==> src/rtl/bcd_seq_adder.sv <==
// bcd_seq_adder: digit-serial packed-BCD adder/subtractor, one digit per clock, LSD first.
module bcd_seq_adder #(
  parameter int DIGITS = 4
) (
  input  logic                clk,
  input  logic                rst,
  input  logic                start,
  input  logic                sub,
  input  logic [4*DIGITS-1:0] a,
  input  logic [4*DIGITS-1:0] b,
  input  logic                cin,
  output logic                ready,
  output logic                busy,
  output logic                done,
  output logic [4*DIGITS-1:0] sum,
  output logic                cout,
  output logic                invalid
);
  localparam int W  = 4 * DIGITS;
  localparam int IW = DIGITS > 1 ? $clog2(DIGITS) : 1;

  typedef enum logic [1:0] {IDLE, RUN, DONE} state_t;

  state_t          state;
  logic [W-1:0]    a_r, b_r, res, res_n;
  logic            sub_r, carry, inv_acc;
  logic [IW-1:0]   idx;
  logic [3:0]      ad, bdr, bd, dig;
  logic [4:0]      t;
  logic            last, bad, c_n;

  // subtraction is a + nines-complement(b) + 1, the +1 entering as the initial carry
  always_comb begin
    ad    = a_r[4*idx +: 4];
    bdr   = b_r[4*idx +: 4];
    bd    = sub_r ? 4'd9 - bdr : bdr;
    t     = {1'b0, ad} + {1'b0, bd} + {4'd0, carry};
    c_n   = t > 5'd9;
    dig   = c_n ? 4'(t + 5'd6) : t[3:0];
    bad   = (ad > 4'd9) || (bdr > 4'd9);
    last  = idx == IW'(DIGITS - 1);
    res_n = res;
    res_n[4*idx +: 4] = dig;
  end

  always_ff @(posedge clk or posedge rst) begin
    if (rst) begin
      state   <= IDLE;
      ready   <= 1'b1;
      busy    <= 1'b0;
      done    <= 1'b0;
      sum     <= '0;
      cout    <= 1'b0;
      invalid <= 1'b0;
      carry   <= 1'b0;
      idx     <= '0;
      res     <= '0;
      a_r     <= '0;
      b_r     <= '0;
      sub_r   <= 1'b0;
      inv_acc <= 1'b0;
    end else begin
      case (state)
        IDLE: if (start) begin
          a_r     <= a;
          b_r     <= b;
          sub_r   <= sub;
          carry   <= sub ? 1'b1 : cin;
          idx     <= '0;
          inv_acc <= 1'b0;
          state   <= RUN;
          ready   <= 1'b0;
          busy    <= 1'b1;
        end
        RUN: begin
          res     <= res_n;
          carry   <= c_n;
          idx     <= idx + 1'b1;
          inv_acc <= inv_acc | bad;
          if (last) begin
            state   <= DONE;
            busy    <= 1'b0;
            done    <= 1'b1;
            sum     <= res_n;
            cout    <= c_n;
            invalid <= inv_acc | bad;
          end
        end
        DONE: begin
          state <= IDLE;
          done  <= 1'b0;
          ready <= 1'b1;
        end
        default: begin
          state <= IDLE;
          ready <= 1'b1;
          busy  <= 1'b0;
          done  <= 1'b0;
        end
      endcase
    end
  end
endmodule

==> config.mk <==
export PLATFORM = sky130hd
export DESIGN_NAME = bcd_seq_adder
export DESIGN_NICKNAME = d
export VERILOG_FILES = /design/src/rtl/bcd_seq_adder.sv
export SDC_FILE = /design/constraint.sdc
export NUM_CORES = 1
export LEC_CHECK = 0
export CAP_MARGIN = 40
export CORE_AREA = 2 2 103 125
export CTS_CLUSTER_SIZE = 25
export DETAILED_ROUTE_END_ITERATION = 16
export DIE_AREA = 0 0 105 127
export GPL_TIMING_DRIVEN = 0
export MAX_ROUTING_LAYER = met4
export PLACE_DENSITY = 0.58
export SLEW_MARGIN = 10
export SYNTH_ARGS = -nofsm -noshare
export SYNTH_HDL_FRONTEND = slang
export SYNTH_SLANG_ARGS = --single-unit
==> constraint.sdc <==
create_clock -name clk -period 5.28 [get_ports clk]
set_clock_uncertainty 0.05 [all_clocks]
set_input_delay 1.056 -clock clk [delete_from_list [all_inputs] [get_ports clk]]
set_output_delay 1.056 -clock clk [all_outputs]
set_load 0.005 [all_outputs]
Word level (Yosys, flattened, before mapping). Index checks and enable logic that the tools add are counted. Widths: inputs -> output; s select.

Add/subtract/negate cells: 6. $lt $le $gt $ge: 3. Eq/ne operators: 5. Shift operators: 4. Multiplexer cells: 19. Bitwise gates (word level): 4. Reduce and logical (&&, ||, !) cells: 10.

Operators with widths (count): $neg 4->34 (1); $shift 4x34->16 const A (1); $shiftx 4x34->16 (1); $shiftx 16x5->4 (2); $bwmux 16 (1); $reduce_and 2->1 (6); $gt 4x4->1 const B (2); $mux 4 (2); $pmux 1 s2 (4); $pmux 2 s2 (2); $mux 1 (6); $mux 2 (3); $add 4x4->5 (1); $add 5x1->5 (1); $gt 5x4->1 const B (1); $add 4x3->4 const B (1); $eq 2x2->1 const B (2); $ne 2x2->1 const B (2); $sub 4x4->4 const A (1); $not 1->1 (3); $pmux 1 s3 (1); $reduce_and 3->1 (1); $add 2x1->2 const B (1); $eq 2x1->1 const B (1); 4 further kinds (4).

Register bits: 76. Bits of input ports: 37. Output and inout bits: 21. Logic and storage cells: 65.

Depth between registers and ports, before layout. Gate-level depths: netlist (run 1).

Word-level depth: 9. Mapped depth: 13. Mapped depth without buffers: 12.

Worst setup path after synthesis (run 1). OpenSTA, ideal clock, no wires.

Path type: flip-flop to flip-flop. Start point: register idx[0]. End point: register res[2]. Setup time: 0.074 ns. Arrival: 3.418 ns. Required time: 5.156 ns. Slack: 1.738 ns. Cell stages (with the launch flop): 13. Period minus slack after synthesis: 3.542 ns. Cells stage by stage: dfrtp_1 > buf_4 > mux4_2 > xnor2_1 > fa_1 > inv_1 > fa_1 > xnor2_1 > ha_1 > a22o_1 > o31a_1 > mux2_4 > o21ai_2.

Longest elaborated chain between the ends: 9. Elaborated cells on any way between the ends: 13. Classes of those cells: add/sub: 5; order compare: 1; shift: 4; mux: 3.

RTL lines: from (decl) (line 27) `logic [IW-1:0] idx;`; from (signal assigned) (line 78) `idx <= idx + 1'b1;`; $shiftx 16x5->4 (line 35) `bdr = b_r[4*idx +: 4];`; $sub 4x4->4 (line 36) `bd = sub_r ? 4'd9 - bdr : bdr;`; $mux 4 (line 36); $add 4x4->5 (line 37) `t = {1'b0, ad} + {1'b0, bd} + {4'd0, carry};`; $add 5x1->5 (line 37); $add 4x3->4 or $gt 5x4->1 (tied branches) (line 39, 38); $mux 4 (line 39) `dig = c_n ? 4'(t + 5'd6) : t[3:0];`; $shiftx 4x34->16 (line 43) `res_n[4*idx +: 4] = dig;`; $bwmux 16 (*) (line 43); to (signal assigned) (line 76) `res <= res_n;`; to (decl) (line 25) `logic [W-1:0] a_r, b_r, res, res_n;`.

Mark *: on every way between the ends. The rest lies on a longest branch, timed or not. A chain may end at the register's enable or synchronous reset.

Worst setup path in the final report (run 1).
Start point: register idx[0]. End point: register sum[9].

Longest elaborated chain between the ends: 9. Elaborated cells on any way between the ends: 15. Classes of those cells: add/sub: 5; order compare: 1; eq/ne: 1; shift: 4; mux: 3; reduce/logical: 1.

RTL lines: $shiftx 16x5->4 (line 35); $sub 4x4->4 (line 36); $mux 4 (line 36); $add 4x4->5 (line 37); $add 5x1->5 (line 37); $add 4x3->4 or $gt 5x4->1 (tied branches) (line 39, 38); $mux 4 (line 39); $shiftx 4x34->16 (line 43); $bwmux 16 (line 43); to (signal assigned) (line 84) `sum <= res_n;`; to (decl) (line 15) `output logic [4*DIGITS-1:0] sum,`.

Parallel ways exist; a longest one is shown, timed or not.

==> results of run 1 <==
layout by cell type (no fill, tap or decap), drive strengths merged, types with 5 or more instances in the layout:
| cell type | Yosys | layout |
|---|---|---|
| a21oi | 15 | 15 |
| a22o | 6 | 6 |
| and3 | 14 | 14 |
| buf | 4 | 5 |
| clkbuf | 7 | 17 |
| clkdlybuf4s50 | 0 | 57 |
| dfrtp | 75 | 75 |
| ha | 11 | 11 |
| inv | 18 | 18 |
| mux2 | 34 | 34 |
| mux4 | 8 | 8 |
| nand2 | 32 | 32 |
| nor2 | 13 | 13 |
| o21ai | 33 | 33 |
critical path, delay by kind of cell (launching register included):
family	cells	cell delay [ns]
adder cells (fa/ha/maj)	3	0.87
XOR/XNOR	3	0.82
AO/OA/AOI/OAI	3	0.76
flip-flops	1	0.61
multiplexers	1	0.56
buffers and inverters	2	0.36
layout make-up:
type,count,area (sq um),share of cell area
repair buffers,58,590.6,0.1266
inverters,18,70.07,0.01503
clock inverters,6,65.06,0.01395
well taps,161,201.4,0.04320
clock buffers,10,229.0,0.04910
plain buffers,11,48.80,0.01046
multi-input cells,197,1555,0.3335
flip-flops and latches,76,1903,0.4081
cells by family (layout without fill, tap and decap cells):
group / Yosys count / after routing / synth area share
flip-flops: 76 / 76 / 0.5324
AND/OR/NAND/NOR: 71 / 71 / 0.09591
AO/OA/AOI/OAI: 67 / 67 / 0.1190
multiplexers: 42 / 42 / 0.1586
buffers and inverters: 29 / 103 / 0.03255
adder cells (fa/ha/maj): 13 / 13 / 0.04970
XOR/XNOR: 4 / 4 / 0.01190
sequential cells by signal (all words and copies together), names as in the netlist:
name / count
a_r: 16
b_r: 16
busy: 1
carry: 1
cout: 1
done: 1
idx: 2
inv_acc: 1
invalid: 1
ready: 1
res: 16
state: 2
sub_r: 1
sum: 16
how the worst min path moves through the flow:
| stage | start | endpoint | slack (ns) | cells after the start |
|---|---|---|---|---|
| CTS | res[10] | res[10] | 0.43 | 2 |
| global placement | res[3] | res[3] | 0.40 | 2 |
| global route | res[6] | res[6] | 0.45 | 2 |
| finish | res[3] | res[3] | 0.42 | 2 |
| floorplan | res[11] | res[11] | 0.39 | 2 |
| detailed placement | res[10] | res[10] | 0.41 | 2 |
stage by stage:
step                      std cells  area (sq um)  utilization  hold slack, ns  setup WS (ns)
final                           537          4663       0.3886          0.4231          1.094
after global routing            537          4663       0.3886          0.4471         0.8489
after CTS                       537          4663       0.3886          0.4257          1.050
after detailed placement        521          4369       0.3641          0.4122          1.079
after global placement          520          4347       0.3622          0.4045          1.009
after floorplan                 302          3575            -          0.3918          1.738
layer usage:
layer / part of all wire / vias up / wire length (um)
met1: 0.45 / 1230 / 3547
met2: 0.50 / 55 / 3967
met4: 0.013 / 0 / 106
met3: 0.040 / 9 / 317
met5: 0 / - / 0
li1: - / 1206 / -
==> impl_results.md, run 1 <==
- Status: completed
- Max-slew violation count: 0
- Fin crit period: ~4.2 ns
- Most common cell in the netlist: dfrtp_1
- CTS root buffer: clkbuf_16
- First-pass GRT wire length: 13,120 um
- Initial antenna violation count: 0
- TNS Setup: 0 ns
- Hold_buf cts: 0
- Vias in the first global route: around 2,600
- CP endpoint kind: register
- Vias: 2,500
- RSZ-0062 raised after global routing: false
- Drt drc: 0
- Grt total ovfl: 0
- Syn_area_per_cell: 11.84 sq um
- # Post-CTS Setup Buffers: 0
- Drt pass-1 iters: 4
- Largest net degree at the start of global routing: 40
- CTS tree: yes
- Initial detailed-routing violation count: 81
- Final Hold Viols: 0
- Mapped Cells: approximately 300
- Worst r2r path cells: 12
- Critical Path, Cell by Cell: buf_4 > mux4_2 > xnor2_1 > fa_1 > inv_1 > fa_1 > xnor2_1 > ha_1 > a22o_1 > o31a_1 > xnor2_2 > o21ai_0
- Initial core utilization: 0.2979
- Vias per cell: 4.655
- Most used routing layer: met2
- Max Cap Viol: 0
- Achievable clock frequency: 238.9 MHz
- Port bufs: 57
- Fin crit share: 0.7929
- H-tree levels: 3
- CTS sink cnt: 76
- Post-synth EDFFs: 0
- Startpoint Class: register
- Clk Latency, worst-skew pair: roughly 0.34 ns
- Fillcell total: ~1,200
- CTS resizes: 0
- CP Data Arrival Time: between 4 and 5 ns
- CTS clk-pin slew, worst paths: about 0.060 ns
- Io pins: 58
- Top_reg_cell synth: dfrtp_1
- CP max FO: 10
- Detailed Route WL: 7939 um
- Largest cells by area after synthesis: dfrtp_1 53%, mux2_2 10%, mux4_2 5.0%
- Crit path to: sum[9]
- Worst flop-to-flop path startpoint: idx[0]
- Cell taking the most area after synthesis: dfrtp_1
- Die X: 105 um
- Layout cells sized above 1: 0.1968
- Seq/Total Area, Yosys: 0.5324
- Worst reg2reg setup slack: about 1.1 ns
- TritonCTS Buffers: 9
- Rel. slew slack: 0.5488
- Critical path's slowest cell: dfrtp_1
- Synth Register Bits: between 70 and 80
- Clock tree buffer depth: 2
- Area growth syn-to-layout: 30.45%
- Slowest stage delay, CP: 0.61 ns
- Synthesized net count: 352
- R2r endpoint: sum[9]
- Synth top cells by count: 75 x dfrtp_1, 33 x mux2_2, 32 x nand2_1
- N_diodes: 0
- Worst path required time: about 5.4 ns
- CP Class: reg -> reg
- Total core area: 0.01200 sq mm
- DP Wirelength: 5817 um
- Met1 Use GR: 0.1600
- Die height: 127 um
- Number of synthesis warnings: 0
- Wirelength per Cell: 14.78 um
- Post-synth cell types: 36
- Total GRT Usage: 0.1294
- Post-Syn Area: 0.003575 sq mm
- Ys async rst share: 1.000
- Met3 Use GR: 0.02704
- HP Class: reg -> reg
- Worst slew pin tran: 0.6673 ns
- Row count: 44
- Share of the synthesized area in the top cell type: 0.5250
- M2 GR Usage: 0.2128
- GP Congestion: 0.8109
- Antenna Nets Post-Route: 0
- Nets@finish: 421
- Critical path startpoint: idx[0]
- Die ar.: 0.01334 sq mm
- Endpoints failing setup: 0
Power of run 1 is not shown: default switching activity piles up to over one toggle a cycle in this logic, so the estimate is an artifact.
==> run 2, diff against run 1 <==
==> constraint.sdc (replaced) <==
create_clock -name clk -period 3.96 [get_ports clk]
set_clock_uncertainty 0.05 [all_clocks]
set_input_delay 0.792 -clock clk [delete_from_list [all_inputs] [get_ports clk]]
set_output_delay 0.792 -clock clk [all_outputs]
set_load 0.005 [all_outputs]
==> impl_results.md, run 2 (same netlist as run 1, synthesis figures left out) <==
- Drt drc: 0 (unchanged)
- Worst reg2reg setup slack: 0.22 ns (was 1.09 ns)
- Detailed Route WL: 7952 um (was 7939 um)
- Final Hold Viols: 0 (unchanged)
- Multi-input logic area: 0.001569 sq mm (was 0.001555 sq mm)
- HP Class: reg -> reg (unchanged)
- CP Data Arrival Time: 3.95 ns (was 4.32 ns)
- Worst r2r path cells: 12 (unchanged)
- Max Cap Viol: 0 (unchanged)
- Io pins: 58 (unchanged)
- Vias per cell: 4.644 (was 4.655)
- RSZ-0062 raised after global routing: false (unchanged)
- Area growth syn-to-layout: 31.64% (was 30.45%)
- Vias in the first global route: 2,559 (was 2,551)
- Endpoints failing setup: 0 (unchanged)
- Initial core utilization: 0.2979 (unchanged)
- Largest net degree at the start of global routing: 40 (unchanged)
- Initial antenna violation count: 0 (unchanged)
- Antenna Nets Post-Route: 0 (unchanged)
- Initial detailed-routing violation count: 77 (was 81)
- Nets@finish: 424 (was 421)
- Achievable clock frequency: 267.1 MHz (was 238.9 MHz)
- Layout cells sized above 1: 0.2111 (was 0.1968)
- H-tree levels: 3 (unchanged)
- Worst slew pin tran: 0.6684 ns (was 0.6673 ns)
- Clock tree buffer depth: 2 (unchanged)
- N_diodes: 0 (unchanged)
- Most frequent cells in the layout: 74 x dfrtp_1, 57 x clkdlybuf4s50_1, 33 x mux2_2 (was 75 x dfrtp_1, 57 x clkdlybuf4s50_1, 33 x mux2_2)
- Fin util: 0.3921 (was 0.3886)
- Grt total ovfl: 0 (unchanged)
- Status: completed (unchanged)
- Die height: 127 um (unchanged)
- CP endpoint kind: register (unchanged)
- Hold_buf cts: 0 (unchanged)
- Total core area: 0.01200 sq mm (unchanged)
- DP Wirelength: 5817 um (unchanged)
- Max-slew violation count: 0 (unchanged)
- CTS tree: yes (unchanged)
- R2r endpoint: res[14] (was sum[9])
- Rel. slew slack: 0.5481 (was 0.5488)
- Clk Latency, worst-skew pair: 0.33 ns (was 0.34 ns)
- Die X: 105 um (unchanged)
- Row count: 44 (unchanged)
- CTS sink cnt: 76 (unchanged)
- CP Class: reg -> reg (unchanged)
- Total GRT Usage: 0.1302 (was 0.1294)
- Vias: 2,508 (was 2,500)
- CTS clk-pin slew, worst paths: 0.06 ns (about the same)
- Die ar.: 0.01334 sq mm (unchanged)
- Fillcell total: 1,218 (was 1,220)
- Worst path required time: 4.17 ns (was 5.41 ns)
- Fin crit period: 3.744 ns (was 4.186 ns)
- Hold wc startpoint: res[3] (unchanged)
- GP Congestion: 0.8109 (unchanged)
- CP max FO: 10 (unchanged)
- Register area: 0.001904 sq mm (was 0.001903 sq mm)
- Startpoint Class: register (unchanged)
- CTS root buffer: clkbuf_16 (unchanged)
- Hold path cells: 2 (unchanged)
- Port bufs: 57 (unchanged)
- TritonCTS Buffers: 9 (unchanged)
- Wirelength per Cell: 14.73 um (was 14.78 um)
- Fin crit share: 0.9454 (was 0.7929)
- Worst hold endpoint: res[3] (unchanged)
- Drt pass-1 iters: 4 (unchanged)
- Most common cell after layout, fill and taps aside: dfrtp_1 (unchanged)
- First-pass GRT wire length: 13,190 um (was 13,120 um)
- Worst flop-to-flop path startpoint: idx[0] (unchanged)
-- run 2: timing repair --
item | in CTS | in global routing
gates resized for setup | 5 | 1
setup buffers | 3 | 0
pin swaps | 1 | 1
hold endpoints to repair | 0 | 0
cloned | 0 | 0
setup endpoints to repair | 24 | 4
-- run 2: worst max path at each step --
stage	cells after the start	endpoint	slack, ns	from
floorplan	12	res[2]	0.42	idx[0]
global placement	12	res[13]	-0.15	idx[0]
detailed placement	12	sum[1]	-0.24	idx[0]
CTS	12	res[14]	0.16	idx[1]
global route	13	res[14]	0.007	idx[0]
finish	12	res[14]	0.22	idx[0]
-- run 2: worst max-delay path, stage by stage, from the launching register on --
cell and delay, ns:
dfrtp_2 0.38, buf_6 0.17, mux4_2 0.54, xnor2_1 0.16, fa_1 0.39, inv_1 0.08, fa_1 0.43, inv_1 0.18
ha_1 0.22, a22o_1 0.17, o31a_1 0.31, mux2_4 0.43, o21ai_2 0.15
-- run 2: metal layers --
layer	share of wire	global-route usage	vias up	wire length (um)
li1	-	-	1209	-
met1	0.45	0.1607	1239	3600
met2	0.50	0.2147	51	3973
met3	0.034	0.02704	9	272
met4	0.013	0.04235	0	105
met5	0	-	-	0
-- run 2: metrics by stage --
step | hold WS [ns] | setup slack, ns | instances | TNS [ns] | cell area [sq um]
floorplan | 0.3918 | 0.4180 | 302 | 0 | 3575
global placement | 0.4045 | -0.1489 | 520 | -5.098 | 4347
detailed placement | 0.4122 | -0.2411 | 521 | -3.747 | 4369
finish | 0.4231 | 0.2164 | 540 | 0 | 4706
CTS | 0.4257 | 0.1617 | 540 | 0 | 4706
global route | 0.4471 | 0.007096 | 540 | 0 | 4706
-- run 2: area by class of cell --
cell class	instances	area share
flip-flops and latches	76	0.4047
inverters	18	0.01489
plain buffers	11	0.01143
repair buffers	61	0.1303
well taps	161	0.04281
clock inverters	6	0.01383
clock buffers	10	0.04866
multi-input cells	197	0.3334
Power of run 2 is left out for the same reason.
